[src/rtl/bus_pkg.sv]
// bus_pkg: shared bus widths, peripheral base addresses and master FSM state type
package bus_pkg;
    localparam int BUS_ADDR_W = 32;
    localparam int BUS_DATA_W = 32;
    localparam logic [31:0] PWM0_BASE = 32'h0200_2000;
    localparam logic [31:0] PWM1_BASE = 32'h0200_3000;
    typedef enum logic [1:0] {ST_IDLE, ST_STROBE, ST_RESP} bus_state_e;
endpackage

[src/rtl/bus_timeout_cnt.sv]
// bus_timeout_cnt: 8-bit strobe cycle counter flagging the last allowed strobe cycle
//   iCLK/iRST  clock, synchronous active-high reset
//   iCLR       zero the count (takes priority over iEN)
//   iEN        advance the count by one
//   oEXPIRE    count has reached TIMEOUT-1
module bus_timeout_cnt #(
    parameter int TIMEOUT = 16
) (
    input  logic iCLK,
    input  logic iRST,
    input  logic iCLR,
    input  logic iEN,
    output logic oEXPIRE
);
    logic [7:0] cnt_q, cnt_d;
    always_comb cnt_d = iCLR ? 8'd0 : iEN ? cnt_q + 8'd1 : cnt_q;
    always_ff @(posedge iCLK) cnt_q <= iRST ? 8'd0 : cnt_d;
    assign oEXPIRE = cnt_q == 8'(TIMEOUT - 1);
endmodule

[src/rtl/bus_master.sv]
// bus_master: single-outstanding bus initiator with strobe timeout
//   iCLK/iRST                          clock, synchronous active-high reset
//   iCMD_VALID/oCMD_READY              command handshake (ready only when idle)
//   iCMD_WE/iCMD_ADR/iCMD_DAT          command: direction, address, write data
//   oRSP_VALID/oRSP_DAT/oRSP_ERR       one-cycle response pulse, read data, timeout flag
//   oADR/oDAT/oWE/oSTB                 bus initiator outputs
//   iACK/iDAT                          responder acknowledge and read data
module bus_master
    import bus_pkg::*;
#(
    parameter int ADDR_W  = BUS_ADDR_W,
    parameter int DATA_W  = BUS_DATA_W,
    parameter int TIMEOUT = 16
) (
    input  logic              iCLK,
    input  logic              iRST,
    input  logic              iCMD_VALID,
    output logic              oCMD_READY,
    input  logic              iCMD_WE,
    input  logic [ADDR_W-1:0] iCMD_ADR,
    input  logic [DATA_W-1:0] iCMD_DAT,
    output logic              oRSP_VALID,
    output logic [DATA_W-1:0] oRSP_DAT,
    output logic              oRSP_ERR,
    output logic [ADDR_W-1:0] oADR,
    output logic [DATA_W-1:0] oDAT,
    output logic              oWE,
    output logic              oSTB,
    input  logic              iACK,
    input  logic [DATA_W-1:0] iDAT
);
    bus_state_e        state_q, state_d;
    logic [ADDR_W-1:0] adr_q, adr_d;
    logic [DATA_W-1:0] dat_q, dat_d, rsp_dat_q, rsp_dat_d;
    logic              we_q, we_d, stb_q, stb_d;
    logic              rsp_valid_q, rsp_valid_d, rsp_err_q, rsp_err_d;
    logic              cnt_clr, cnt_en, cnt_expire;

    bus_timeout_cnt #(.TIMEOUT(TIMEOUT)) u_cnt (
        .iCLK    (iCLK),
        .iRST    (iRST),
        .iCLR    (cnt_clr),
        .iEN     (cnt_en),
        .oEXPIRE (cnt_expire)
    );

    // Response fields default to zero so they are only non-zero alongside oRSP_VALID.
    always_comb begin
        state_d     = state_q;
        adr_d       = adr_q;
        dat_d       = dat_q;
        we_d        = we_q;
        stb_d       = 1'b0;
        rsp_valid_d = 1'b0;
        rsp_err_d   = 1'b0;
        rsp_dat_d   = '0;
        cnt_clr     = 1'b0;
        cnt_en      = 1'b0;
        case (state_q)
            ST_IDLE: if (iCMD_VALID) begin
                adr_d   = iCMD_ADR;
                dat_d   = iCMD_DAT;
                we_d    = iCMD_WE;
                stb_d   = 1'b1;
                cnt_clr = 1'b1;
                state_d = ST_STROBE;
            end
            // ACK is tested before expiry so an ACK on the final strobe cycle still succeeds.
            ST_STROBE: if (iACK) begin
                rsp_valid_d = 1'b1;
                rsp_dat_d   = we_q ? '0 : iDAT;
                state_d     = ST_RESP;
            end else if (cnt_expire) begin
                rsp_valid_d = 1'b1;
                rsp_err_d   = 1'b1;
                state_d     = ST_RESP;
            end else begin
                stb_d  = 1'b1;
                cnt_en = 1'b1;
            end
            ST_RESP: state_d = ST_IDLE;
            default: state_d = ST_IDLE;
        endcase
    end

    always_ff @(posedge iCLK) begin
        if (iRST) begin
            state_q     <= ST_IDLE;
            adr_q       <= '0;
            dat_q       <= '0;
            we_q        <= 1'b0;
            stb_q       <= 1'b0;
            rsp_valid_q <= 1'b0;
            rsp_err_q   <= 1'b0;
            rsp_dat_q   <= '0;
        end else begin
            state_q     <= state_d;
            adr_q       <= adr_d;
            dat_q       <= dat_d;
            we_q        <= we_d;
            stb_q       <= stb_d;
            rsp_valid_q <= rsp_valid_d;
            rsp_err_q   <= rsp_err_d;
            rsp_dat_q   <= rsp_dat_d;
        end
    end

    assign oCMD_READY = state_q == ST_IDLE;
    assign oRSP_VALID = rsp_valid_q;
    assign oRSP_DAT   = rsp_dat_q;
    assign oRSP_ERR   = rsp_err_q;
    assign oADR       = adr_q;
    assign oDAT       = dat_q;
    assign oWE        = we_q;
    assign oSTB       = stb_q;
endmodule

[config.mk]
export PLATFORM = sky130hd
export DESIGN_NAME = bus_master
export DESIGN_NICKNAME = d
export VERILOG_FILES = /design/src/rtl/bus_pkg.sv /design/src/rtl/bus_timeout_cnt.sv /design/src/rtl/bus_master.sv
export SDC_FILE = /design/constraint.sdc
export NUM_CORES = 1
export LEC_CHECK = 0
export ABC_AREA = 1
export BUFFER_PORTS_ARGS = -buffer_cell sky130_fd_sc_hd__buf_4
export CORE_AREA = 8 8 135 137
export CTS_CLUSTER_DIAMETER = 150
export DETAILED_ROUTE_END_ITERATION = 16
export DIE_AREA = 0 0 143 145
export HOLD_SLACK_MARGIN = 0.05
export MAX_ROUTING_LAYER = met4
export PLACE_DENSITY_LB_ADDON = 0.05
export SLEW_MARGIN = 10
export SYNTH_ARGS = -nofsm -noshare
export SYNTH_HDL_FRONTEND = slang
export SYNTH_SLANG_ARGS = --single-unit
[constraint.sdc]
create_clock -name iCLK -period 3.3 [get_ports iCLK]
set_clock_uncertainty 0.15 [all_clocks]
set_input_delay 0.33 -clock iCLK [delete_from_list [all_inputs] [get_ports iCLK]]
set_output_delay 0.33 -clock iCLK [all_outputs]
set_load 0.1 [all_outputs]
### Word-level counts from Yosys, hierarchy flattened

Cells that the tools add are included.

| word-level totals | value |
|---|---|
| register bits after elaboration | 110 |
| bits of input ports | 101 |
| word-level logic and storage cells | 35 |

| cells by class | value |
|---|---|
| add/subtract/negate cells | 1 |
| equality and inequality tests | 4 |
| multiplexer cells | 12 |
| bitwise gates (word level) | 2 |
| reductions and logical operators | 7 |

Operators with widths:

| cell | count |
|---|---|
| adder 8 x 1 -> 8 bit (second input constant) | 1 |
| equality test 8 x 4 -> 1 bit (second input constant) | 1 |
| 2-to-1 mux 1 bit | 7 |
| 2-to-1 mux 2 bit | 3 |
| one-hot mux 2 bit (2 select lines) | 1 |
| AND reduction 2 bit | 2 |
| OR reduction 2 bit | 2 |
| OR reduction 4 bit | 1 |
| inequality test 3 bit (second input constant) | 1 |
| OR reduction 3 bit | 1 |
| equality test 2 x 1 -> 1 bit (second input constant) | 1 |
| zero test 2 bit | 1 |
| inequality test 2 bit (second input constant) | 1 |
| NOT 1 bit | 2 |
| one-hot mux 1 bit (2 select lines) | 1 |

### Logic depth before layout (Yosys ltp)

| depth | value |
|---|---|
| word-level depth | 4 |
| gate-level depth with buffers | 8 |

### Hierarchy

From an unflattened synthesis, not the netlist that was laid out.

| second synthesis, totals | value |
|---|---|
| cells, all modules | 607 |
| area, all modules | 4441.8 um^2 |

By module, submodules not included:

| module | instances | cells each | area an instance (um^2) | sequential area each (um^2) |
|---|---|---|---|---|
| bus_master | 1 | 552 | 4065.1 | 2042.0 |
| bus_timeout_cnt | 1 | 55 | 376.6 | 160.2 |

### Least setup slack after synthesis

OpenSTA, ideal clock, no wires.

| path | value |
|---|---|
| path kind | register to register |
| from | reg state_q[1] |
| to | reg dat_q[23] (netlist: oDAT[23]) |
| setup time | 117 ps |
| data arrival time | 1462 ps |
| required time | 3033 ps |
| path slack | 1571 ps |
| stages on the path, launching flop included | 7 |
| path buffers | 2 |
| period minus slack after synthesis | 1729 ps |
| path through | dfxtp_1 > nor2_4 > nand2_4 > buf_6 > buf_6 > o21ai_0 > nor2_1 |

| on the way | value |
|---|---|
| word-level cells in the longest chain between the ends | 2 |

Ends and longest elaborated chain:

| what | RTL line | RTL |
|---|---|---|
| from (decl) | bus_master.sv:32 | `bus_state_e state_q, state_d;` |
| from (signal assigned) | bus_master.sv:97 | `state_q <= state_d;` |
| zero test 2 bit | n/a |  |
| named net oCMD_READY | bus_master.sv:18 | `output logic oCMD_READY,` |
| AND reduction 2 bit (no source line) | n/a |  |
| to (signal assigned) | bus_master.sv:99 | `dat_q <= dat_d;` |
| to (decl) | bus_master.sv:34 | `logic [DATA_W-1:0] dat_q, dat_d, rsp_dat_q, rsp_dat_d;` |

The timed path passes the listed nets, and every way through them passes these cells.
A chain may end at the register's enable or synchronous reset.

### Worst setup path after layout

| path | value |
|---|---|
| from | reg state_q[1] |
| to | reg dat_q[5] (netlist: oDAT[5]) |

| on the way | value |
|---|---|
| word-level cells in the longest chain between the ends | 2 |

Ends and longest elaborated chain:

| what | RTL line | RTL |
|---|---|---|
| zero test 2 bit | bus_master.sv:59 | `case (state_q)` |
| AND reduction 2 bit (no source line) | n/a |  |

No other way between the ends.

==> impl_results.md <==
* Cell type contributing the most total cell area after synthesis: dfxtp_1
* Area growth syn-to-layout at 57.8%
* Critical register-to-register path endpoint: oDAT[5]$_SDFFE_PP0P_
* Total design power at 3620 uW
* H-tree depth at 3
* Drt first pass iters at 4
* Clock Tree Root: clkbuf_16
* Number of global-route vias before repair at 3,699
* Via count at 3,674
* Post-synth cell types at 26
* Hold WC Path Type: input port to flop
* X dimension of the die at 143 um
* R2r worst-path depth at 6
* Total Neg Setup Slack at 0 ns
* Register bit count reported by yosys at 110
* CP bufs+invs at 2
* Largest fanout of any net on the critical path at 68
* Relative slew margins at 0.373
* Pins over their slew limit at 0
* R2r startpoint: state_q[1]$_SDFFE_PP0P_
* Critical path destination: oDAT[5]$_SDFFE_PP0P_
* Delay of the slowest cell on the worst path at 0.57 ns
* Slack of the worst reg-to-reg path at 1.08 ns
* Netlist area before placement at 3930 um^2
* PD cells at 583 nW/um^2
* Max-capacitance violation count at 0
* Number of top-level pins at 202
* Critical path depth at 6
* Post-route non-filler standard cell count at 923
* Clk slew on worst S/H paths at 0.07 ns
* Most frequent CP cell: nor2_1
* Most used flip-flop cell after synthesis: dfxtp_1
* Post-detailed-routing wire length at 13,100 um
* Effective utilization at floorplan at 0.243
* Total DRC errors in the routed layout at 0
* Warnings, synthesis at 0
* Buffer levels on the longest clock path at 2
* Die height at 145 um
* Crit start category: flop
* Average vias per placed instance at 3.98
* Worst setup startpoint: state_q[1]$_SDFFE_PP0P_
* CP max-delay cell: inv_2
* Most repeated cell in the gate-level netlist after synthesis: nor2_1
* Number of nets in the finished design at 800
* Count of final hold-check violations at 0
* Post-synth EDFFs at 0
* Top cell types by occurrence after synthesis: nor2_1 (162), dfxtp_1 (110), o21ai_0 (51)
* Result of the run: finished clean
* DR WL/cell at 14.2 um
* Number of nets with antenna violations after routing at 0
* Endpoint type of the worst setup path: flop
* Number of instances in the synthesized netlist at 471
* Share of synthesized area occupied by flip-flops and latches at 0.560
* Later-pin clock latency in the skew report at 0.35 ns
* Leakage component of the power at 0.00294 uW
* Wire length of the first global-routing pass at 20,300 um
* Number of buffer cells added on primary ports at 201
* Peak VDD IR at 0.252 mV
* Antenna violations before repair at 0
* Number of instances in the placed design at 870
* Required time of the worst setup path at 3.43 ns
* Share of the synthesized area in the top cell type at 0.560
* Number of hold buffers added after cts at 37
* Grt total ovfl at 0
* Dominant cells by area after synthesis: dfxtp_1 (56%), nor2_1 (15%), o21ai_0 (6.5%)
* Net count of the mapped netlist at 573
* Row count at 47
* CTS Sinks at 110
* Fraction of final layout cells with drive strength greater than 1 at 0.351
* Tot GR Track Use at 0.129
* Worst slew pin tran at 0.941 ns
* Number of failing setup endpoints in the final timing report at 0
* Crit path time final at 2.22 ns
* Core Area at 16,200 um^2
* Post-cts repair resize count at 0
* Last weighted congestion value of the routability-driven placer at 0.736
* Unrepaired setup endpoints after global routing: false
* Pin count of the biggest net entering global routing at 69
* Detailed Route Iter0 Violations at 180
* Achievable clock frequency at 0.450 GHz
* Arrival time of data at the critical path endpoint at 2.35 ns
* Category of cells accounting for the largest share of critical-path delay: buffers and inverters
* Die ar. at 20,700 um^2
* Total inserted antenna cells at 0
* Number of buffers added by the clock tree synthesis step at 9
* Ordered cell list for the critical path: nor2_4, nand2_4, inv_2, buf_4, nor2_1, nor2_1
* WS Path Type: flop to flop
* Clock tree from TritonCTS: done
* Final cycle utilization of the critical path at 0.673
* Post-synth ARST share at 0
* Detailed placement HPWL at 9440 um
* # Post-CTS Setup Buffers at 0
* Per-instance average area after synthesis at 8.35 um^2
-- kinds of logic (layout without fill, tap and decap cells) --
kind of cell | Yosys count | after routing | synth area share
and+or+nand+nor | 210 | 210 | 0.227
buffers and inverters | 68 | 300 | 0.0941
DFF | 110 | 110 | 0.560
xor gates and xnor gates | 3 | 3 | 0.00668
AOI/OAI and AO/OA | 79 | 79 | 0.109
adders and majority gates | 1 | 1 | 0.00318
-- placed cells by master (no fill, tap or decap) --
| cell | Yosys | routed |
|---|---|---|
| nand3b_1 | 1 | 1 |
| inv_1 | 39 | 39 |
| buf_4 | 1 | 203 |
| clkinvlp_4 | 0 | 3 |
| nor2_1 | 162 | 162 |
| o21ai_0 | 51 | 51 |
| dlygate4sd3_1 | 0 | 37 |
| xnor2_1 | 1 | 1 |
| nor3_1 | 1 | 1 |
| ha_1 | 1 | 1 |
| nor2_4 | 5 | 5 |
| nand2_4 | 2 | 2 |
| bufinv_16 | 0 | 1 |
| nand4_1 | 1 | 1 |
| clkinv_4 | 0 | 1 |
| nand2_1 | 27 | 27 |
| nand3_4 | 2 | 2 |
| nand3_1 | 3 | 3 |
| o21bai_1 | 1 | 1 |
| a21oi_1 | 4 | 4 |
| a21oi_2 | 8 | 8 |
| xor2_1 | 2 | 2 |
| nor2_2 | 6 | 6 |
| o21ai_1 | 15 | 15 |
| inv_6 | 0 | 1 |
| dfxtp_1 | 110 | 110 |
| clkbuf_16 | 0 | 9 |
| clkbuf_8 | 0 | 1 |
| inv_2 | 5 | 5 |
-- state kept, by name, summed over array words and instances (netlist names), 2 cells and up --
name,cells
oRSP_DAT,32
u_cnt.cnt_q,8
oADR,32
oDAT,32
state_q,2
-- per-stage QoR --
step                      setup WS, ns   util  cell area (um^2)  hold slack, ns
after CTS                         1.03  0.384              6210          0.0516
after global routing             0.805  0.384              6210          0.0567
after floorplan                   1.57      -              3930           0.249
final                             1.08  0.384              6210          0.0629
after global placement            1.10  0.342              5530           0.316
after detailed placement          1.05  0.342              5530           0.325
-- where the power goes --
part | internal [uW] | leakage [uW] | switching, uW
combinational | 260 | 0.00190 | 775
clock | 614 | 0.000141 | 518
sequential | 1410 | 0.000903 | 43.2
-- cell type report --
class	count	area [um^2]
Clock buffer	10	239
Clock inverter	6	70.1
Fill cell	1728	9960
Inverter	44	165
Multi-Input combinational cell	293	1360
Sequential cell	110	2200
Tap cell	220	275
Timing Repair Buffer	240	1890
-- worst min-delay path by stage --
| stage | start | to | slack, ns | depth (start not counted) |
|---|---|---|---|---|
| 2_1_floorplan | iRST | oSTB$_SDFF_PP0_ | 0.25 | 1 |
| 3_3_place_gp | oADR[12]$_SDFFE_PP0P_ | oADR[12]$_SDFFE_PP0P_ | 0.32 | 2 |
| 3_5_place_dp | oADR[18]$_SDFFE_PP0P_ | oADR[18]$_SDFFE_PP0P_ | 0.32 | 2 |
| 4_1_cts | iCMD_DAT[22] | oDAT[22]$_SDFFE_PP0P_ | 0.05 | 3 |
| 5_1_grt | iRST | oSTB$_SDFF_PP0_ | 0.06 | 2 |
| 6_report | iRST | oSTB$_SDFF_PP0_ | 0.06 | 2 |
-- metal layers --
metal  track usage  up-vias  part of all wire
met5             -        -                 0
met4        0.0494        0             0.017
met3        0.0387       15             0.072
met2         0.202      111              0.48
met1         0.151     1649              0.43
li1              -     1899                 -
(Power assumes the default switching activity.)
